==> config.mk <==
export PLATFORM = sky130hd
export DESIGN_NAME = ej32_br_seq
export DESIGN_NICKNAME = d
export VERILOG_FILES = /design/src/rtl/ej32_pkg.sv /design/src/rtl/ej32_rs_depth.sv /design/src/rtl/ej32_br_seq.sv
export SDC_FILE = /design/constraint.sdc
export NUM_CORES = 1
export LEC_CHECK = 0
export CORE_MARGIN = 2
export CORE_UTILIZATION = 35
export CTS_CLUSTER_DIAMETER = 120
export CTS_CLUSTER_SIZE = 8
export DETAILED_ROUTE_END_ITERATION = 8
export DONT_BUFFER_PORTS = 1
export SLEW_MARGIN = 20
export SYNTH_ARGS = -nofsm -noshare
export SYNTH_HDL_FRONTEND = slang
export SYNTH_SLANG_ARGS = --single-unit
==> constraint.sdc <==
create_clock -name clk -period 5.4 [get_ports clk]
set_input_delay 1.35 -clock clk [delete_from_list [all_inputs] [get_ports clk]]
set_output_delay 1.35 -clock clk [all_outputs]
set_load 0.01 [all_outputs]
==> src/rtl/ej32_pkg.sv <==
// Shared eJ32 opcode encoding, sequencer state type and branch-unit opcode helpers.
package ej32_pkg;

  localparam int ASZ_DEF = 17;
  localparam int SSZ_DEF = 6;

  typedef enum logic [7:0] {
    OP_ILOAD         = 8'h15,
    OP_ILOAD_0       = 8'h1A,
    OP_ILOAD_1       = 8'h1B,
    OP_ILOAD_2       = 8'h1C,
    OP_ILOAD_3       = 8'h1D,
    OP_ISTORE_0      = 8'h3B,
    OP_IFEQ          = 8'h99,
    OP_IFNE          = 8'h9A,
    OP_IFLT          = 8'h9B,
    OP_IFGE          = 8'h9C,
    OP_IFGT          = 8'h9D,
    OP_IFLE          = 8'h9E,
    OP_IF_ICMPEQ     = 8'h9F,
    OP_IF_ICMPNE     = 8'hA0,
    OP_IF_ICMPLT     = 8'hA1,
    OP_IF_ICMPGT     = 8'hA3,
    OP_GOTO          = 8'hA7,
    OP_JSR           = 8'hA8,
    OP_RET           = 8'hA9,
    OP_JRETURN       = 8'hB1,
    OP_INVOKEVIRTUAL = 8'hB6,
    OP_DONEXT        = 8'hCA,
    OP_DUPR          = 8'hCB,
    OP_POPR          = 8'hCC,
    OP_PUSHR         = 8'hCD
  } opcode_t;

  typedef enum logic [1:0] {
    S_IDLE  = 2'd0,
    S_EXEC  = 2'd1,
    S_FLUSH = 2'd2,
    S_ERR   = 2'd3
  } seq_state_t;

  typedef struct packed {
    logic       vld;
    logic [2:0] last;
  } br_class_t;

  // vld=0 marks opcodes the branching unit does not handle.
  function automatic br_class_t br_last_phase(input opcode_t op);
    br_class_t c;
    c.vld  = 1'b1;
    c.last = 3'd0;
    case (op)
      OP_ILOAD, OP_ILOAD_0, OP_ILOAD_1, OP_ILOAD_2, OP_ILOAD_3, OP_ISTORE_0,
      OP_RET, OP_JRETURN, OP_DUPR, OP_POPR, OP_PUSHR:
        c.last = 3'd0;
      OP_IFEQ, OP_IFNE, OP_IFLT, OP_IFGE, OP_IFGT, OP_IFLE,
      OP_IF_ICMPEQ, OP_IF_ICMPNE, OP_IF_ICMPLT, OP_IF_ICMPGT,
      OP_GOTO, OP_INVOKEVIRTUAL, OP_DONEXT:
        c.last = 3'd1;
      OP_JSR:
        c.last = 3'd2;
      default:
        c.vld = 1'b0;
    endcase
    return c;
  endfunction

  function automatic logic signed [1:0] rs_delta(input opcode_t op, input logic [2:0] phase,
                                                 input logic r_zero);
    logic signed [1:0] d;
    d = 2'sb00;
    case (op)
      OP_PUSHR:         d = 2'sb01;
      OP_INVOKEVIRTUAL: d = (phase == 3'd0) ? 2'sb01 : 2'sb00;
      OP_POPR,
      OP_JRETURN:       d = 2'sb11;
      OP_DONEXT:        d = (phase == 3'd1 && r_zero) ? 2'sb11 : 2'sb00;
      default:          d = 2'sb00;
    endcase
    return d;
  endfunction

endpackage

==> src/rtl/ej32_rs_depth.sv <==
// Mirror of the return-stack pointer: bounded up/down counter that refuses
// to wrap and latches a sticky error instead.
module ej32_rs_depth
  #(parameter int SSZ = 6)
  (
    input  logic              clk,
    input  logic              rst,
    input  logic              i_en,
    input  logic signed [1:0] i_delta,
    output logic [SSZ:0]      o_depth,
    output logic              o_viol,
    output logic              o_err
  );

  localparam logic [SSZ:0] DEPTH_MAX = {1'b1, {SSZ{1'b0}}};

  logic [SSZ:0] r_depth;
  logic         r_err;
  logic         w_push;
  logic         w_pop;

  assign w_push  = i_en && (i_delta == 2'sb01);
  assign w_pop   = i_en && (i_delta == 2'sb11);
  assign o_viol  = (w_push && r_depth == DEPTH_MAX) || (w_pop && r_depth == '0);
  assign o_depth = r_depth;
  assign o_err   = r_err;

  always_ff @(posedge clk or posedge rst) begin
    if (rst) begin
      r_depth <= '0;
      r_err   <= 1'b0;
    end else if (o_viol) begin
      r_err   <= 1'b1;
    end else if (w_push) begin
      r_depth <= r_depth + 1'b1;
    end else if (w_pop) begin
      r_depth <= r_depth - 1'b1;
    end
  end

endmodule

==> src/rtl/ej32_br_seq.sv <==
// Phase sequencer for the eJ32 branching unit: steps each BR opcode through its
// operand phases, stalls on memory waits, flushes after taken jumps, guards the return stack.
module ej32_br_seq
  import ej32_pkg::*;
  #(
    parameter int ASZ = ASZ_DEF,
    parameter int SSZ = SSZ_DEF
  )
  (
    input  logic         clk,
    input  logic         rst,
    input  logic [7:0]   code,
    input  logic         code_vld,
    input  logic         mem_rdy,
    input  logic         br_psel,
    input  logic         r_zero,
    output logic [2:0]   phase,
    output logic         br_en,
    output logic         busy,
    output logic         flush,
    output logic         done,
    output logic [SSZ:0] depth,
    output logic         rs_err,
    output logic [1:0]   dbg_state
  );

  // Handshake: code_vld is a one-cycle strobe honoured only while busy=0;
  // br_en is the commit qualifier and a phase advances on each br_en cycle.
  seq_state_t        r_state;
  seq_state_t        w_next;
  opcode_t           r_op;
  logic [2:0]        r_last;
  logic [2:0]        r_phase;
  logic              r_done;
  logic              r_flush;
  br_class_t         w_cls;
  logic              w_accept;
  logic              w_br_en;
  logic              w_final;
  logic signed [1:0] w_delta;
  logic              w_viol;

  assign w_cls    = br_last_phase(opcode_t'(code));
  assign w_accept = (r_state == S_IDLE) && code_vld && w_cls.vld;
  assign w_br_en  = (r_state == S_EXEC) && mem_rdy;
  assign w_final  = w_br_en && (r_phase == r_last);
  assign w_delta  = rs_delta(r_op, r_phase, r_zero);

  ej32_rs_depth #(.SSZ(SSZ)) u_rs_depth (
    .clk     (clk),
    .rst     (rst),
    .i_en    (w_br_en),
    .i_delta (w_delta),
    .o_depth (depth),
    .o_viol  (w_viol),
    .o_err   (rs_err)
  );

  always_comb begin
    w_next = r_state;
    case (r_state)
      S_IDLE:  if (w_accept) w_next = S_EXEC;
      S_EXEC:  if (w_final) w_next = br_psel ? S_FLUSH : S_IDLE;
      S_FLUSH: w_next = S_IDLE;
      S_ERR:   w_next = S_ERR;
      default: w_next = S_ERR;
    endcase
    // A stack violation overrides any retire decision made in the same cycle.
    if (w_viol) w_next = S_ERR;
  end

  always_ff @(posedge clk or posedge rst) begin
    if (rst) begin
      r_state <= S_IDLE;
      r_op    <= opcode_t'(8'h00);
      r_last  <= 3'd0;
      r_phase <= 3'd0;
      r_done  <= 1'b0;
      r_flush <= 1'b0;
    end else begin
      r_state <= w_next;
      r_done  <= w_final && !w_viol;
      r_flush <= w_final && !w_viol && br_psel;
      if (w_accept) begin
        r_op    <= opcode_t'(code);
        r_last  <= w_cls.last;
        r_phase <= 3'd0;
      end else if (w_final && !w_viol) begin
        r_phase <= 3'd0;
      end else if (w_br_en && !w_viol) begin
        r_phase <= r_phase + 3'd1;
      end
    end
  end

  assign phase     = r_phase;
  assign br_en     = w_br_en;
  assign busy      = (r_state != S_IDLE);
  assign done      = r_done;
  assign flush     = r_flush;
  assign dbg_state = r_state;

endmodule

==> impl_metrics.csv, run 1 <==
group,metric,value,unit
placed_design,post-dp-hpwl,2.90,mm
placed_design,place_area,1940,sq um
cells_and_area,n_antenna_cell,0,
global_routing,overflow,0,
critical_path,cp_num_buf_inv,1,
yosys,seq_area_frac_synth,32.8,%
detailed_routing,firstDrtPassIters,5,
yosys,syn_avg_cell_area,9.41,sq um
critical_path,worst_setup_path_start_kind,"input port",
die,ios,31,
detailed_routing,drt-total-wl,3.95,mm
pwr,ir_drop,130,uV
die,core,5170,sq um
detailed_routing,routed-via-count,1440,
sta,drv_slew,0,
cells_and_area,layout.nets,226,
yosys,synth_top_area_share,32.8,%
placed_design,portBuffers,0,
min_path,hp-class,"reg2reg",
yosys,synthCells,203,
sta,period_share,70.7,%
detailed_routing,antenna_left,0,
sta,layout_min_cycle_time,3820,ps
sta,max_slew.worst_pin.slew,942,ps
yosys,synth_cell_types,46,
cells_and_area,drive_gt1_share,11.1,%
cells_and_area,fillers,518,
yosys,yosysMostFrequentCell,"dfrtp_1",
yosys,ys_async_sr_fraction,100,%
critical_path,max_stage_delay,490,ps
cells_and_area,final_area,1990,sq um
sta,setup_tns,0,ps
global_routing,grt_pass1_vias,1384,
yosys,ys_top_cells_by_area,"dfrtp_1 33%, ha_1 7.2%, mux2_2 7.1%",
clocking,cts_resized,0,
clocking,cts_tree,"done",
critical_path,path_class,"in2reg",
yosys,synth-edff-count,0,
clocking,cts_setup_buffers,0,
sta,hold_violations,0,
placed_design,dpl.cell_count,265,
detailed_routing,wire_per_inst,14.7,um
cells_and_area,finish.utilization,38.4,%
critical_path,cp_cell_sequence,"nand2_1 > inv_1 > nand3b_1 > o32ai_2 > nand2b_1 > fa_1 > a211oi_1 > o21bai_1 > a21oi_1 > nor2b_1 > o21ai_0 > o2bb2ai_1",
yosys,synth_area,1910,sq um
die,start_util,36.9,%
placed_design,place_congestion,0.796,
clocking,holdBufCountCts,0,
critical_path,end_kind,"flip-flop",
yosys,ys.flop_type,"dfrtp_1",
cells_and_area,syn2layout_area_growth,4.06,%
cells_and_area,stdcell_count,269,
global_routing,grt_max_degree,26,
sta,fmaxAchievable,262,MHz
detailed_routing,drc,0,
yosys,ys_seq_elements,25,
clocking,clock_latency,280,ps
detailed_routing,drt_iter0_drc,93,
clocking,cts.reportedPaths.clkPinSlew,90,ps
detailed_routing,vias_per_cell,5.35,
sta,rsz0062_at_grt,"no",
global_routing,grt_pass1_wl,6.87,mm
critical_path,crit_fanout,9,
yosys,synth_nets,229,
pwr,p_leak,0.000859,uW
clocking,clockRootBuffer,"clkbuf_8",
run_status,status,"finished, final reports clean",
sta,finalClockSkew,4.59,ps
clocking,clock-sinks,25,
die,die_h,77.9,um
critical_path,required,5570,ps
global_routing,grtUsageTotal,13.7,%
clocking,cts_max_path_buffers,2,
sta,setup_viol,0,
pwr,pwr_density_cell,332,nW/um^2
yosys,synth_top_area_cell,"dfrtp_1",
yosys,synth-warning-count,0,
sta,slew-limit-headroom,36.8,%
critical_path,timing.critical_path.slowest_stage_cell,"fa_1",
clocking,cts_made_buffers,3,
critical_path,cp_top_family,"compound AO/OA/AOI/OAI gates",
global_routing,antenna_found_initial,0,
critical_path,cp.arrival,3990,ps
yosys,synthTopCellsByCount,"25 x dfrtp_1, 16 x a21oi_1, 13 x nand2_1, 13 x nor2_1, 12 x mux2_2",
die,fp.dieW,77.9,um
die,dieArea,6060,sq um
die,row_count,26,
flow_run,maxCapViolations,0,
clocking,cts_max_level,1,
==> state kept, by name, indices dropped and copies added, names as in the netlist <==
register            count
r_op                    8
u_rs_depth.o_depth      7
phase                   3
dbg_state               2
r_last                  2
done                    1
flush                   1
u_rs_depth.o_err        1
==> worst min-delay path: stages (launching register included) <==
cell     delay (ps)
dfrtp_1         370
nand2_1          50
o31ai_1          50
==> layout by cell type, fill, tap and decap left out, types with 2 or more instances in the layout <==
master,count
dfrtp_1,25
a21oi_1,16
nand2_1,13
nor2_1,13
mux2_2,12
ha_1,11
inv_1,10
o21ai_0,9
nor2b_1,6
nand3_1,6
nand2b_1,5
nor3b_1,5
a31oi_1,5
mux2i_1,5
nand3b_1,4
nor3_1,4
nand4b_1,4
xor2_1,4
nand4_1,4
xnor2_1,4
o21bai_1,3
and3_1,3
clkbuf_8,3
o21a_1,2
and4b_1,2
a21o_1,2
==> path summary, 6_finish.rpt <==
| kind | from | to | slack, ps | depth (start not counted) |
|---|---|---|---|---|
| max | mem_rdy | u_rs_depth.o_depth[6]$_DFFE_PP0P_ | 1580 | 12 |
| min | r_last[1]$_DFFE_PP0P_ | r_last[1]$_DFFE_PP0P_ | 500 | 2 |
| max reg2reg | dbg_state[1]$_DFFE_PP0P_ | u_rs_depth.o_depth[6]$_DFFE_PP0P_ | 1870 | 14 |
| min reg2reg | r_last[1]$_DFFE_PP0P_ | r_last[1]$_DFFE_PP0P_ | 500 | 2 |
| max in group asynchronous | rst | u_rs_depth.o_depth[5]$_DFFE_PP0P_ | 3920 | 1 |
| min in group asynchronous | rst | r_op[6]$_DFFE_PP0P_ | 1040 | 1 |
==> per-stage QoR <==
stage	total power, uW	hold slack [ps]	setup WS (ps)
after floorplan	504	460	1670
after global placement	543	482	1390
after detailed placement	549	486	1290
after CTS	666	509	1590
after global routing	716	544	1270
final	659	502	1580
==> per-layer routing <==
metal | track usage, % | vias to the layer above | part of all wire [%] | wire, um
li1 | - | 727 | - | -
met5 | 0 | - | 0 | 0
met3 | 2.21 | 4 | 4.6 | 180
met2 | 20.7 | 36 | 45 | 1760
met4 | 3.75 | 0 | 0.99 | 39
met1 | 20.1 | 673 | 50 | 1970
==> final cells by class <==
cell class	instances	area (sq um)	share of cell area [%]
Multi-Input combinational cell	159	1180	59.6
Sequential cell	25	626	31.5
Tap cell	70	87.6	4.41
Clock buffer	3	41.3	2.08
Inverter	11	41.3	2.08
Clock inverter	1	7.51	0.378
==> power breakdown <==
| group | internal, uW | leakage (uW) | switching, uW | total [uW] |
|---|---|---|---|---|
| clock network | 52.5 | 0.0000217 | 63.7 | 116 |
| registers | 238 | 0.000326 | 72.3 | 310 |
| logic | 112 | 0.000511 | 121 | 233 |
==> cell families (layout without fill, tap and decap cells) <==
group / after synthesis / in the layout / synth area share, %
simple gates: 76 / 76 / 23.7
compound gates: 46 / 46 / 16.6
flops: 25 / 25 / 32.8
buf+inv: 19 / 15 / 5.24
mux: 17 / 17 / 9.70
fa+ha+maj: 12 / 12 / 8.26
xor+xnor: 8 / 8 / 3.67
Power figures use the tool's default switching activity.
==> run 2: changes to the inputs <==
==> constraint.sdc (replaced) <==
create_clock -name clk -period 3.61 [get_ports clk]
set_input_delay 0.9025 -clock clk [delete_from_list [all_inputs] [get_ports clk]]
set_output_delay 0.9025 -clock clk [all_outputs]
set_load 0.01 [all_outputs]
==> impl_metrics.csv, run 2 (synthesis gave the netlist of run 1 again) <==
group,metric,value,unit
run_status,status,"finished, final reports clean",
sta,max_slew.worst_pin.slew,902,ps
critical_path,required,3770,ps
clocking,cts.reportedPaths.clkPinSlew,90,ps
clocking,cts_made_buffers,3,
cells_and_area,largest_reg_flops,8,
global_routing,grt_pass1_wl,7.17,mm
die,dieArea,6060,sq um
detailed_routing,antenna_left,0,
clocking,cts_max_path_buffers,2,
die,core,5170,sq um
sta,setup_tns,0,ps
critical_path,cp.arrival,3370,ps
detailed_routing,drc,0,
clocking,cts_max_level,1,
sta,setup_viol,0,
detailed_routing,drt-met1-wl,2.02,mm
cells_and_area,layout.nets,227,
placed_design,dpl.cell_count,266,
critical_path,path_class,"reg2reg",
placed_design,place_area,1950,sq um
clocking,clockRootBuffer,"clkbuf_8",
detailed_routing,vias_per_cell,5.36,
placed_design,portBuffers,0,
placed_design,post-dp-hpwl,2.95,mm
sta,slew-limit-headroom,39.5,%
cells_and_area,n_antenna_cell,0,
sta,finalClockSkew,9.40,ps
detailed_routing,topRoutingLayerUsed,"met4",
placed_design,place_congestion,0.820,
detailed_routing,routed-via-count,1448,
pwr,seq_power_share,47.5,%
detailed_routing,wl_met3,142,um
global_routing,grt_max_degree,26,
pwr,pwr_density_cell,490,nW/um^2
pwr,p_sw_share,38.3,%
pwr,p_clk_share,17.0,%
global_routing,antenna_found_initial,0,
clocking,holdBufCountCts,0,
cells_and_area,fillers,522,
pwr,p_leak,0.000866,uW
pwr,ir_drop,160,uV
sta,rsz0062_at_grt,"no",
cells_and_area,final_area,1990,sq um
cells_and_area,mostFrequentLayoutCells,"25 x dfrtp_1, 16 x a21oi_1, 13 x nand2_1, 13 x nor2_1, 12 x mux2_2",
die,start_util,36.9,%
pwr,power,975,uW
critical_path,end_kind,"flip-flop",
clocking,clock-sinks,25,
cells_and_area,drive_gt1_share,11.0,%
sta,drv_slew,0,
pwr,p_int,602,uW
critical_path,worst_setup_path_start_kind,"flip-flop",
die,die_h,77.9,um
detailed_routing,dr_wl_met2,1.77,mm
clocking,cts_resized,0,
detailed_routing,drt_iter0_drc,100,
cells_and_area,syn2layout_area_growth,4.26,%
sta,period_share,88.9,%
global_routing,grt_pass1_vias,1466,
die,fp.dieW,77.9,um
sta,holdWs,514,ps
global_routing,overflow,0,
clocking,cts_tree,"done",
detailed_routing,wire_per_inst,14.6,um
clocking,clock_latency,260,ps
min_path,hp-class,"reg2reg",
detailed_routing,firstDrtPassIters,4,
die,row_count,26,
clocking,cts_setup_buffers,0,
critical_path,crit_fanout,6,
cells_and_area,stdcell_count,270,
flow_run,maxCapViolations,0,
cells_and_area,largest_register,"r_op",
sta,hold_violations,0,
sta,layout_min_cycle_time,3210,ps
pwr,power.combinational.fraction,35.5,%
pwr,p_switching,373,uW
cells_and_area,final_common_cell,"dfrtp_1",
sta,fmaxAchievable,311,MHz
die,ios,31,
global_routing,grtUsageTotal,14.1,%
detailed_routing,drt-total-wl,3.94,mm
-- run 2: cell types whose count changed in the layout (fill, tap and decap cells not counted), sizes merged --
cell / change
buf: +1
clkbuf: +1
clkinvlp: -1
-- run 2: final cells by class --
class | instances | area, sq um | share of cell area [%]
Multi-Input combinational cell | 159 | 1180 | 59.5
Sequential cell | 25 | 626 | 31.4
Tap cell | 70 | 87.6 | 4.40
Clock buffer | 4 | 45.0 | 2.26
Inverter | 11 | 41.3 | 2.07
Timing Repair Buffer | 1 | 7.51 | 0.377
-- run 2: power groups by stage --
stage	clock network, uW	registers (uW)	logic (uW)
final	165	463	346
after CTS	172	464	348
after global placement	0	469	342
after floorplan	0	443	312
after detailed placement	0	470	347
after global routing	182	482	398
-- run 2: metal layers --
layer,vias to the layer above,GRT usage (%)
met5,-,0
met4,0,1.61
met3,2,2.79
met2,27,22.4
met1,684,20.2
li1,735,-
-- run 2: worst max-delay path: stages (launching register included) --
cell and delay, ps:
dfrtp_1 450, inv_1 100, ha_1 200, nand2_1 130, inv_1 180, nand3b_1 110
o32ai_2 160, nand2b_1 220, fa_1 470, a211oi_1 290, o21bai_1 120, a21oi_1 230
nor2b_1 200, o21ai_0 110, o2bb2ai_1 130
-- run 2: per-stage QoR --
stage	utilization, %	worst slack (ps)
6_report	38.5	399
5_1_grt	38.5	50.0
4_1_cts	38.5	389
3_5_place_dp	37.6	268
3_3_place_gp	37.6	364
2_1_floorplan	-	332
-- run 2: final timing paths --
check / startpoint / endpoint / slack [ps] / cells past startpoint
max: dbg_state[1]$_DFFE_PP0P_ / u_rs_depth.o_depth[6]$_DFFE_PP0P_ / 400 / 14
min in group asynchronous: rst / r_op[5]$_DFFE_PP0P_ / 590 / 1
max reg2reg: dbg_state[1]$_DFFE_PP0P_ / u_rs_depth.o_depth[6]$_DFFE_PP0P_ / 400 / 14
min: r_op[3]$_DFFE_PP0P_ / r_op[3]$_DFFE_PP0P_ / 510 / 2
min reg2reg: r_op[3]$_DFFE_PP0P_ / r_op[3]$_DFFE_PP0P_ / 510 / 2
max in group asynchronous: rst / u_rs_depth.o_err$_DFFE_PP0P_ / 2590 / 1
